--- src/rtl/sid_waveform_mixer_pkg.sv ---
// -----------------------------------------------------------------------------
// sid : shared types for the SID voice waveform path.
//
// Purpose
//   Types, constants and a mixing helper shared by sid_waveform_mixer and its
//   fade sub-module (and by the upstream sid_waveform generator).
//
// Contents
//   model_e        chip model, MOS6581 / MOS8580
//   phase_t        one-hot SID cycle phase, PHI2 is the update phase
//   waveform_i_t   per-voice components: selector {noise,pulse,saw,tri},
//                  noise[7:0], pulse, saw_tri[11:0]
//   waveform_o_t   mixed output: wav[11:0], osc3[7:0]
//   mixer_state_e  DRIVEN / FLOAT
//   mix_components bitwise AND of the selected 12-bit components
// -----------------------------------------------------------------------------
package sid;

    typedef enum logic {
        MOS6581 = 1'b0,
        MOS8580 = 1'b1
    } model_e;

    // Four clock phases per SID cycle; only PHI2 moves waveform state.
    localparam int NUM_PHASES = 4;
    localparam int PHI1       = 0;
    localparam int PHI2       = 2;

    typedef logic [NUM_PHASES-1:0] phase_t;

    // Selector bit positions inside waveform_i_t.selector.
    localparam int SEL_TRI   = 0;
    localparam int SEL_SAW   = 1;
    localparam int SEL_PULSE = 2;
    localparam int SEL_NOISE = 3;

    typedef struct packed {
        logic [3:0]  selector;
        logic [7:0]  noise;
        logic        pulse;
        logic [11:0] saw_tri;
    } waveform_i_t;

    typedef struct packed {
        logic [11:0] wav;
        logic [7:0]  osc3;
    } waveform_o_t;

    localparam int FADE_6581_DEFAULT = 54000;
    localparam int FADE_8580_DEFAULT = 800000;

    typedef enum logic {
        DRIVEN = 1'b0,
        FLOAT  = 1'b1
    } mixer_state_e;

    // Combined waveforms are the AND of every selected component. With no
    // selector bit set the result is all ones, but the caller never uses it
    // in that case (the output floats instead).
    function automatic logic [11:0] mix_components(input waveform_i_t w);
        logic [11:0] r;
        r = 12'hFFF;
        if (w.selector[SEL_TRI])   r = r & {w.saw_tri[10:0], 1'b0};
        if (w.selector[SEL_SAW])   r = r & w.saw_tri;
        if (w.selector[SEL_PULSE]) r = r & {12{w.pulse}};
        if (w.selector[SEL_NOISE]) r = r & {w.noise, 4'b0000};
        return r;
    endfunction

endpackage

--- src/rtl/sid_waveform_fade.sv ---
// -----------------------------------------------------------------------------
// sid_waveform_fade : floating-output timer for one voice.
//
// Purpose
//   Owns the fade counter. Loaded with the model-dependent period minus one
//   when the output starts floating, counts down once per floating PHI2 and
//   raises o_expire on the floating PHI2 where the counter is already zero.
//   On 8580 the expiry reloads the counter so the fade repeats; on 6581 the
//   counter parks at zero.
//
// Ports
//   clk       in   system clock
//   res       in   asynchronous active-high reset
//   i_model   in   chip model, selects reload value / expiry behaviour
//   i_load    in   PHI2 on which the output starts floating
//   i_step    in   PHI2 on which the output keeps floating
//   o_expire  out  combinational strobe: i_step with the counter at zero
// -----------------------------------------------------------------------------
import sid::*;

module sid_waveform_fade #(
    parameter int FADE_6581 = FADE_6581_DEFAULT,
    parameter int FADE_8580 = FADE_8580_DEFAULT,
    parameter int CNT_W     = 20
) (
    input  logic   clk,
    input  logic   res,
    input  model_e i_model,
    input  logic   i_load,
    input  logic   i_step,
    output logic   o_expire
);

    localparam logic [CNT_W-1:0] RELOAD_6581 = CNT_W'(FADE_6581 - 1);
    localparam logic [CNT_W-1:0] RELOAD_8580 = CNT_W'(FADE_8580 - 1);

    logic [CNT_W-1:0] r_cnt;
    logic [CNT_W-1:0] w_reload;
    logic             w_zero;

    assign w_reload = (i_model == MOS6581) ? RELOAD_6581 : RELOAD_8580;
    assign w_zero   = (r_cnt == '0);
    assign o_expire = i_step && w_zero;

    // Decrement only while nonzero so the counter never wraps.
    always_ff @(posedge clk or posedge res) begin
        if (res) begin
            r_cnt <= '0;
        end else if (i_load) begin
            r_cnt <= w_reload;
        end else if (i_step) begin
            if (!w_zero) begin
                r_cnt <= r_cnt - CNT_W'(1);
            end else if (i_model == MOS8580) begin
                r_cnt <= RELOAD_8580;
            end
        end
    end

endmodule

--- src/rtl/sid_waveform_mixer.sv ---
// -----------------------------------------------------------------------------
// sid_waveform_mixer : per-voice waveform combiner.
//
// Purpose
//   ANDs the selected waveform components into the 12-bit value for the voice
//   DAC and the 8-bit OSC3 readback. With no waveform selected the output
//   floats: it holds, then fades on a model-dependent timer (6581 clears to
//   zero once, 8580 shifts bits away step by step).
//
// Handshake
//   No valid/ready: the block samples wav_i on every clock edge where
//   phase[PHI2] is high and holds all state on every other edge, so wav_o is
//   stable for the remainder of the SID cycle.
//
// Ports
//   clk          in   system clock
//   res          in   asynchronous active-high reset
//   model        in   chip model (MOS6581 / MOS8580)
//   phase        in   one-hot SID cycle phase
//   wav_i        in   waveform components and selector
//   wav_o        out  registered mixed waveform, 12 bits
//   osc3         out  wav_o[11:4] for the OSC3 read
//   o_dbg_state  out  current FSM state (DRIVEN / FLOAT)
// -----------------------------------------------------------------------------
import sid::*;

module sid_waveform_mixer #(
    parameter int FADE_6581 = FADE_6581_DEFAULT,
    parameter int FADE_8580 = FADE_8580_DEFAULT,
    parameter int CNT_W     = 20
) (
    input  logic         clk,
    input  logic         res,
    input  model_e       model,
    input  phase_t       phase,
    input  waveform_i_t  wav_i,
    output logic [11:0]  wav_o,
    output logic [7:0]   osc3,
    output mixer_state_e o_dbg_state
);

    mixer_state_e r_state;
    logic [11:0]  r_wav;

    logic         w_phi2;
    logic         w_selected;
    logic [11:0]  w_mix;
    logic         w_load;
    logic         w_step;
    logic         w_expire;
    waveform_o_t  w_out;
    logic [NUM_PHASES-1:0] w_unused_phase;

    assign w_phi2         = phase[PHI2];
    assign w_unused_phase = phase;
    assign w_selected     = |wav_i.selector;
    assign w_mix          = mix_components(wav_i);

    // The timer starts on the PHI2 that deselects everything and steps on
    // every later deselected PHI2.
    assign w_load = w_phi2 && (r_state == DRIVEN) && !w_selected;
    assign w_step = w_phi2 && (r_state == FLOAT)  && !w_selected;

    sid_waveform_fade #(
        .FADE_6581 (FADE_6581),
        .FADE_8580 (FADE_8580),
        .CNT_W     (CNT_W)
    ) u_fade (
        .clk      (clk),
        .res      (res),
        .i_model  (model),
        .i_load   (w_load),
        .i_step   (w_step),
        .o_expire (w_expire)
    );

    // A nonzero selector always wins, including on the expiry PHI2, because
    // w_step (and so w_expire) is qualified by an empty selector.
    always_ff @(posedge clk or posedge res) begin
        if (res) begin
            r_state <= DRIVEN;
            r_wav   <= '0;
        end else if (w_phi2) begin
            case (r_state)
                DRIVEN: begin
                    if (w_selected) begin
                        r_wav <= w_mix;
                    end else begin
                        r_state <= FLOAT;
                    end
                end
                FLOAT: begin
                    if (w_selected) begin
                        r_wav   <= w_mix;
                        r_state <= DRIVEN;
                    end else if (w_expire) begin
                        if (model == MOS6581) begin
                            r_wav <= '0;
                        end else begin
                            r_wav <= r_wav & (r_wav >> 1);
                        end
                    end
                end
                default: begin
                    r_state <= DRIVEN;
                end
            endcase
        end
    end

    assign w_out.wav  = r_wav;
    assign w_out.osc3 = r_wav[11:4];

    assign wav_o       = w_out.wav;
    assign osc3        = w_out.osc3;
    assign o_dbg_state = r_state;

endmodule
--- config.mk ---
export PLATFORM = sky130hd
export DESIGN_NAME = sid_waveform_mixer
export DESIGN_NICKNAME = d
export VERILOG_FILES = /design/src/rtl/sid_waveform_mixer_pkg.sv /design/src/rtl/sid_waveform_fade.sv /design/src/rtl/sid_waveform_mixer.sv
export SDC_FILE = /design/constraint.sdc
export NUM_CORES = 1
export LEC_CHECK = 0
export ABC_CLOCK_PERIOD_IN_PS = 4900
export CORE_ASPECT_RATIO = 0.8
export CORE_MARGIN = 3
export CORE_UTILIZATION = 54
export DETAILED_ROUTE_END_ITERATION = 8
export PLACE_DENSITY = 0.86
export SLEW_MARGIN = 10
export SYNTH_ARGS = -nofsm -noshare
export SYNTH_HDL_FRONTEND = slang
export SYNTH_SLANG_ARGS = --single-unit
--- constraint.sdc ---
create_clock -name clk -period 4.9 [get_ports clk]
set_input_delay 0.98 -clock clk [delete_from_list [all_inputs] [get_ports clk]]
set_output_delay 0.98 -clock clk [all_outputs]
set_load 0.02 [all_outputs]
==> results of run 1 <==
==> state kept, by name, summed over array words and instances, names as in the netlist <==
signal / cells
o_dbg_state: 1
u_fade.r_cnt: 20
wav_o: 12
==> cell usage after synthesis, types with 2 or more instances <==
library cell / instances
nand2_1: 15
o21a_1: 3
a211oi_1: 2
inv_1: 25
nand2b_1: 2
nand4_1: 3
nor3_1: 8
buf_4: 8
a22oi_1: 4
nand3_1: 9
or4_1: 4
dfrtp_1: 33
a2bb2oi_1: 2
buf_1: 2
clkbuf_1: 6
a32oi_1: 2
o22ai_1: 23
o21bai_1: 8
buf_2: 5
nor2_1: 14
ha_1: 2
and3_1: 7
o21ai_0: 19
nor4_1: 5
a21oi_1: 25
a31oi_1: 4
a31o_2: 2
or4_4: 2
nor4_4: 2
==> per-layer routing <==
| layer | vias to the layer above | GRT usage, % | wire length (µm) |
|---|---|---|---|
| met3 | 11 | 5.43 | 375 |
| met1 | 1075 | 36.7 | 2930 |
| met4 | 0 | 10.5 | 95 |
| li1 | 1072 | - | - |
| met2 | 92 | 40.4 | 2900 |
| met5 | - | 0 | 0 |
==> logic make-up after synthesis <==
kind of cell	synth area share, %
adders and majority gates	1.11
muxes	0.445
DFF	36.7
and+or+nand+nor	22.9
buffers and inverters	9.79
AOI/OAI and AO/OA	29.0
==> through the flow <==
stage               power [mW]  worst slack (ns)  area, µm²
global route             0.917              1.75       2800
CTS                      0.867              1.97       2800
global placement         0.625              1.69       2700
floorplan                0.545              2.48       2250
finish                   0.867              1.91       2800
detailed placement       0.634              1.69       2700
==> final cells by class <==
| class | instances | share of cell area, % |
|---|---|---|
| clock buffer | 7 | 3.44 |
| sequential | 33 | 29.5 |
| timing repair buffer | 51 | 18.1 |
| inverter | 25 | 3.35 |
| clock inverter | 1 | 0.179 |
| multi-input combinational | 191 | 43.0 |
| tap | 55 | 2.46 |
==> cells in the final DEF, fill, tap and decap left out, types with 2 or more instances in the layout <==
cell             netlist  final
a2bb2oi_1              2      2
nand4_1                3      3
dfrtp_1               33     33
o21a_1                 3      3
nand3_1                9      9
nand2_1               15     15
or4_4                  2      2
a31oi_1                4      4
nand2b_1               2      2
clkbuf_8               0      7
nor4_1                 5      5
a22oi_1                4      4
a211oi_1               2      2
buf_4                  8      2
clkdlybuf4s50_1        0     49
a31o_2                 2      2
or4_1                  4      4
nor3_1                 8      8
and3_1                 7      7
o21bai_1               8      8
ha_1                   2      2
nor2_1                14     14
inv_1                 25     25
o21ai_0               19     19
a32oi_1                2      2
nor4_4                 2      2
a21oi_1               25     25
o22ai_1               23     23
==> where the power goes <==
part	switching [mW]	internal, mW
registers	0.0811	0.325
clock network	0.104	0.127
logic	0.115	0.115
==> worst max-delay path, delay by kind of cell <==
kind,cells,cell delay (ns)
AO/OA/AOI/OAI,2,0.24
AND/OR/NAND/NOR,3,1.38
buffers and inverters,2,0.61
==> path summary, 6_finish.rpt <==
| check | from | to |
|---|---|---|
| worst max-delay path | wav_i[22] | u_fade.r_cnt[8] |
| worst min-delay path | u_fade.r_cnt[7] | u_fade.r_cnt[7] |
| worst max register to register | u_fade.r_cnt[8] | wav_o[1] |
| worst min register to register | u_fade.r_cnt[7] | u_fade.r_cnt[7] |
| max in group asynchronous | res | wav_o[2] |
| min in group asynchronous | res | wav_o[9] |
==> key figures, run 1 <==
Status
  – Outcome: finished clean

Timing
  – RSZ-0062 raised after global routing: false
  – Skew final: 0.00663 ns
  – Period utilization: 61.0%
  – Count of final setup violators: 0
  – Post-Route Setup TNS: 0 ns
  – Fmax: 0.335 GHz
  – Slew at the pin with the worst max-slew slack: 1.10 ns
  – Remaining max-slew budget at the tightest pin: 26.2%
  – Clock period minus final worst setup slack: 2.99 ns
  – Total count of hold-check failures in the final report: 0
  – Max-slew violations: 0
  – Hold Slack: 0.542 ns

Placement
  – Total half-perimeter wirelength after legalization and detailed placement: 4400 µm
  – Placed cell count: 355
  – Number of port buffers: 49
  – GPL Wtd Cong: 0.871

Synthesis
  – Fraction of synthesis flops using an asynchronous set or reset pin: 100%
  – Mapped Avg Cell Area: 8.30 µm²
  – Gate count after technology mapping: 271
  – Count of distinct cell types in the synthesized netlist: 54
  – Number of flops mapped to enable cells by yosys: 0
  – Synthesis warning total: 0
  – Top cells by area in the synthesized netlist: dfrtp_1, o22ai_1, a21oi_1
  – Area leader, netlist: dfrtp_1
  – Post-synthesis net count: 305
  – Part of the Yosys area used for sequential elements: 36.7%
  – Post-synthesis instance area: 2250 µm²
  – Post-synthesis sequential element count: 33
  – Share of Yosys cell area claimed by the top area cell type: 36.7%
  – Commonest register cell after synthesis: dfrtp_1

Floorplan
  – Horizontal die dimension: 78.1 µm
  – Effective utilization at floorplan: 57.6%
  – Die outline area: 4980 µm²
  – CORE AREA: 3900 µm²
  – Vertical extent of the die: 63.7 µm
  – Top-level port count: 53
  – Row count: 20

Worst setup path
  – Max FO, Critical Path: 22
  – Slowest stage cell on the critical path: or4_1
  – Critical path, cell by cell: clkdlybuf4s50_1, nor4_1, buf_4, nand2_1, or4_1, a2bb2oi_1, o21ai_0
  – Start-to-end type of the worst setup path: in -> reg
  – Category of the worst setup path launch point: primary input
  – Slowest Stage Delay on Critical Path: 0.65 ns
  – Type of element capturing the critical path: flop
  – R2r worst-path depth: 5
  – Setup slack, reg-to-reg: 2.36 ns
  – Required time of the critical path: 5.12 ns
  – WP data arrival: 3.21 ns

Detailed routing
  – Detailed-route wire length per cell: 17.4 µm
  – Via Count: 2250
  – Final routed wirelength across all metal layers: 6300 µm
  – First-pass iteration count of the detailed router: 4
  – Post-route ant nets: 0
  – Total DRC errors in the routed layout: 0
  – Via-to-Cell Ratio: 6.20
  – Drt first-iter violations: 210

Hold path
  – Tightest Hold Check Type: reg -> reg
  – Hold Path Depth: 1

Power
  – Areal power density over the cells: 310 nW/µm²
  – Leakage dissipation: 1.09 nW
  – Worst vdd rail ir drop: 0.192 mV

CTS
  – Number of buffers added to fix hold violations after cts: 0
  – Root cell of the clock tree: clkbuf_8
  – Post-CTS setup repair buffer count: 0
  – Clock H-tree levels: 2
  – Clock Sinks: 33
  – Total of cells resized after clock tree synthesis: 0
  – Source-to-sink clock delay at the later pin of the worst-skew pair: 0.29 ns
  – Clock tree from TritonCTS: done
  – Clock input transition at the sequential cells of the worst setup and hold paths: 0.07 ns
  – Number of clock buffers inserted by TritonCTS: 5
  – Buffers from clock root to sink, at most: 2

Finish
  – Non-Filler Instances: 363
  – Share of post-route cells with drive strength above 1: 7.79%
  – Combined area of the multi-input logic cells: 1200 µm²
  – Core utilization of the finished layout: 71.7%
  – Sequential cell area in the final layout: 826 µm²
  – Area growth from synthesis to final layout: 24.4%
  – Final #Nets: 341
  – # diodes: 0
  – Filler instances: 311

GRT
  – First-pass GRT wire length: 10400 µm
  – Largest net degree at the start of global routing: 34
  – Number of global-route vias before repair: 2080
  – Total global routing track utilization: 26.5%
  – Number of antenna violations at the first check in global routing: 0
  – Residual overflow from global routing: 0

Job
  – Max_cap viols: 0
(Power assumes the default switching activity.)
==> run 2: changes to the inputs <==
Settings changed: ABC_CLOCK_PERIOD_IN_PS 4900 to 2850, CORE_UTILIZATION 54 to 50, PLACE_DENSITY 0.86 to 0.8.
Clock period 4.9 ns to 2.85 ns, I/O delays scaled along.
==> run 2 against run 1 <==
Compared with the run above: worst setup slack worse by 1.4 ns; non-clock buffer count is 5 higher; first-iteration DRC count fell by 16%; sequential power grew 71%; global-route usage shrank 3.0 points; critical path type is now reg -> reg.
==> key figures, run 2 (synthesized netlist as in run 1, its figures left out) <==
CTS
  – Total of cells resized after clock tree synthesis: 0
  – Root cell of the clock tree: clkbuf_8
  – Number of clock buffers inserted by TritonCTS: 5
  – Clock H-tree levels: 2
  – Clock Sinks: 33
  – Clock input transition at the sequential cells of the worst setup and hold paths: 0.07 ns
  – Clock tree from TritonCTS: done
  – Number of buffers added to fix hold violations after cts: 0
  – Post-CTS setup repair buffer count: 0
  – Source-to-sink clock delay at the later pin of the worst-skew pair: 0.29 ns
  – Buffers from clock root to sink, at most: 2

Finish
  – Max FFs per register: 20
  – Most common cell after layout, fill and taps aside: clkdlybuf4s50_1
  – # diodes: 0
  – Area growth from synthesis to final layout: 25.5%
  – Commonest cells after routing, fill and taps aside: clkdlybuf4s50_1, dfrtp_1, inv_1, a21oi_1, o22ai_1
  – Final #Nets: 346
  – Filler instances: 368
  – Share of post-route cells with drive strength above 1: 8.65%
  – Non-Filler Instances: 369
  – Register ranked first by flip-flop count: u_fade.r_cnt

Power
  – Areal power density over the cells: 513 nW/µm²
  – Leakage dissipation: 1.10 nW
  – Worst vdd rail ir drop: 0.440 mV

Hold path
  – Hold Path Depth: 2
  – Tightest Hold Check Type: reg -> reg
  – WHS Endpoint: wav_o[0]
  – Hold wc startpoint: wav_o[0]

Placement
  – Number of port buffers: 49
  – Placed cell count: 362
  – Total half-perimeter wirelength after legalization and detailed placement: 4440 µm
  – GPL Wtd Cong: 0.889
  – Post-Place Worst Slack: 0.382 ns

Detailed routing
  – Final routed wirelength across all metal layers: 6070 µm
  – Drt first-iter violations: 176
  – Total DRC errors in the routed layout: 0
  – Via Count: 2248
  – First-pass iteration count of the detailed router: 5
  – Via-to-Cell Ratio: 6.09
  – Detailed-route wire length per cell: 16.4 µm
  – Post-route ant nets: 0

Worst setup path
  – CP Buf/Inv Count: 0
  – Most Frequent Cell on Critical Path: o21ai_0
  – Setup slack, reg-to-reg: 0.46 ns
  – Critical register-to-register path endpoint: u_fade.r_cnt[0]
  – Number of logic stages on the critical path including buffering: 5
  – Type of element capturing the critical path: flop
  – Critical path, cell by cell: or4_1, nor4_2, nand3b_2, o21ai_0, o21ai_0
  – Max FO, Critical Path: 8
  – CP top delay family: simple AND/OR/NAND/NOR gates
  – R2r worst-path depth: 5
  – WP data arrival: 2.55 ns
  – Slowest Stage Delay on Critical Path: 0.74 ns
  – Category of the worst setup path launch point: flop
  – Slowest stage cell on the critical path: or4_1
  – Required time of the critical path: 3.01 ns
  – Reg-to-Reg Start: u_fade.r_cnt[4]
  – Start-to-end type of the worst setup path: reg -> reg

Timing
  – Period utilization: 83.8%
  – Total count of hold-check failures in the final report: 0
  – Max-slew violations: 0
  – Count of final setup violators: 0
  – Post-Route Setup TNS: 0 ns
  – Skew final: 0.00893 ns
  – Fmax: 0.419 GHz
  – RSZ-0062 raised after global routing: false
  – Slew at the pin with the worst max-slew slack: 0.664 ns
  – Remaining max-slew budget at the tightest pin: 55.3%
  – Worst path setup slack after routing: 0.463 ns
  – Clock period minus final worst setup slack: 2.39 ns

GRT
  – Total global routing track utilization: 23.5%
  – Number of global-route vias before repair: 1989
  – Number of antenna violations at the first check in global routing: 0
  – Largest net degree at the start of global routing: 34
  – Residual overflow from global routing: 0
  – First-pass GRT wire length: 9630 µm

Floorplan
  – Horizontal die dimension: 81.0 µm
  – Effective utilization at floorplan: 52.8%
  – CORE AREA: 4260 µm²
  – Top-level port count: 53
  – Vertical extent of the die: 66.0 µm
  – Die outline area: 5340 µm²
  – Row count: 21

Status
  – Outcome: finished clean

Job
  – Max_cap viols: 0
==> run 2: changes by cell type in the layout (fill, tap and decap cells not counted), sizes merged <==
cell,change
buf,+5
clkinv,-1
==> run 2: routing by layer <==
metal,track usage [%],part of all wire [%],wire length [µm],vias to the layer above
li1,-,-,-,1084
met1,36.6,48,2890,1071
met2,32.0,45,2740,88
met3,4.90,6.5,392,5
met4,6.96,0.79,48,0
met5,0,0,0,-
==> run 2: tightest hold or removal path, delay by kind of cell, from the launching register on <==
| kind | cells | cell delay [ns] |
|---|---|---|
| flops | 1 | 0.38 |
| compound gates | 1 | 0.08 |
| buf+inv | 1 | 0.05 |
==> run 2: power by group <==
group          switching (mW)  total [mW]  internal [mW]
clock                   0.165       0.356          0.191
sequential              0.137       0.696          0.558
combinational           0.198       0.398          0.200
total                   0.500        1.45          0.949
==> run 2: metrics by stage <==
step / util [%] / power (mW) / hold WS (ns) / area [µm²]
CTS: 66.3 / 1.45 / 0.556 / 2820
global route: 66.3 / 1.53 / 0.588 / 2820
floorplan: - / 0.937 / 0.499 / 2250
finish: 66.3 / 1.45 / 0.553 / 2820
global placement: 64.3 / 1.08 / 0.535 / 2740
detailed placement: 64.3 / 1.10 / 0.539 / 2740
==> run 2: worst max path at each step <==
| stage | startpoint | endpoint |
|---|---|---|
| detailed placement | wav_i[21] | u_fade.r_cnt[19] |
| global placement | wav_i[21] | u_fade.r_cnt[19] |
| floorplan | u_fade.r_cnt[0] | u_fade.r_cnt[12] |
| CTS | u_fade.r_cnt[4] | u_fade.r_cnt[0] |
| global route | u_fade.r_cnt[4] | u_fade.r_cnt[0] |
| finish | u_fade.r_cnt[4] | u_fade.r_cnt[0] |
==> run 2: final cells by class <==
class,count,area [µm²],area share (%)
clock buffers,7,86.3,3.06
inverters,25,93.8,3.32
multi-input cells,191,1200,42.6
flip-flops and latches,33,826,29.3
well taps,57,71.3,2.53
repair buffers,56,543,19.2
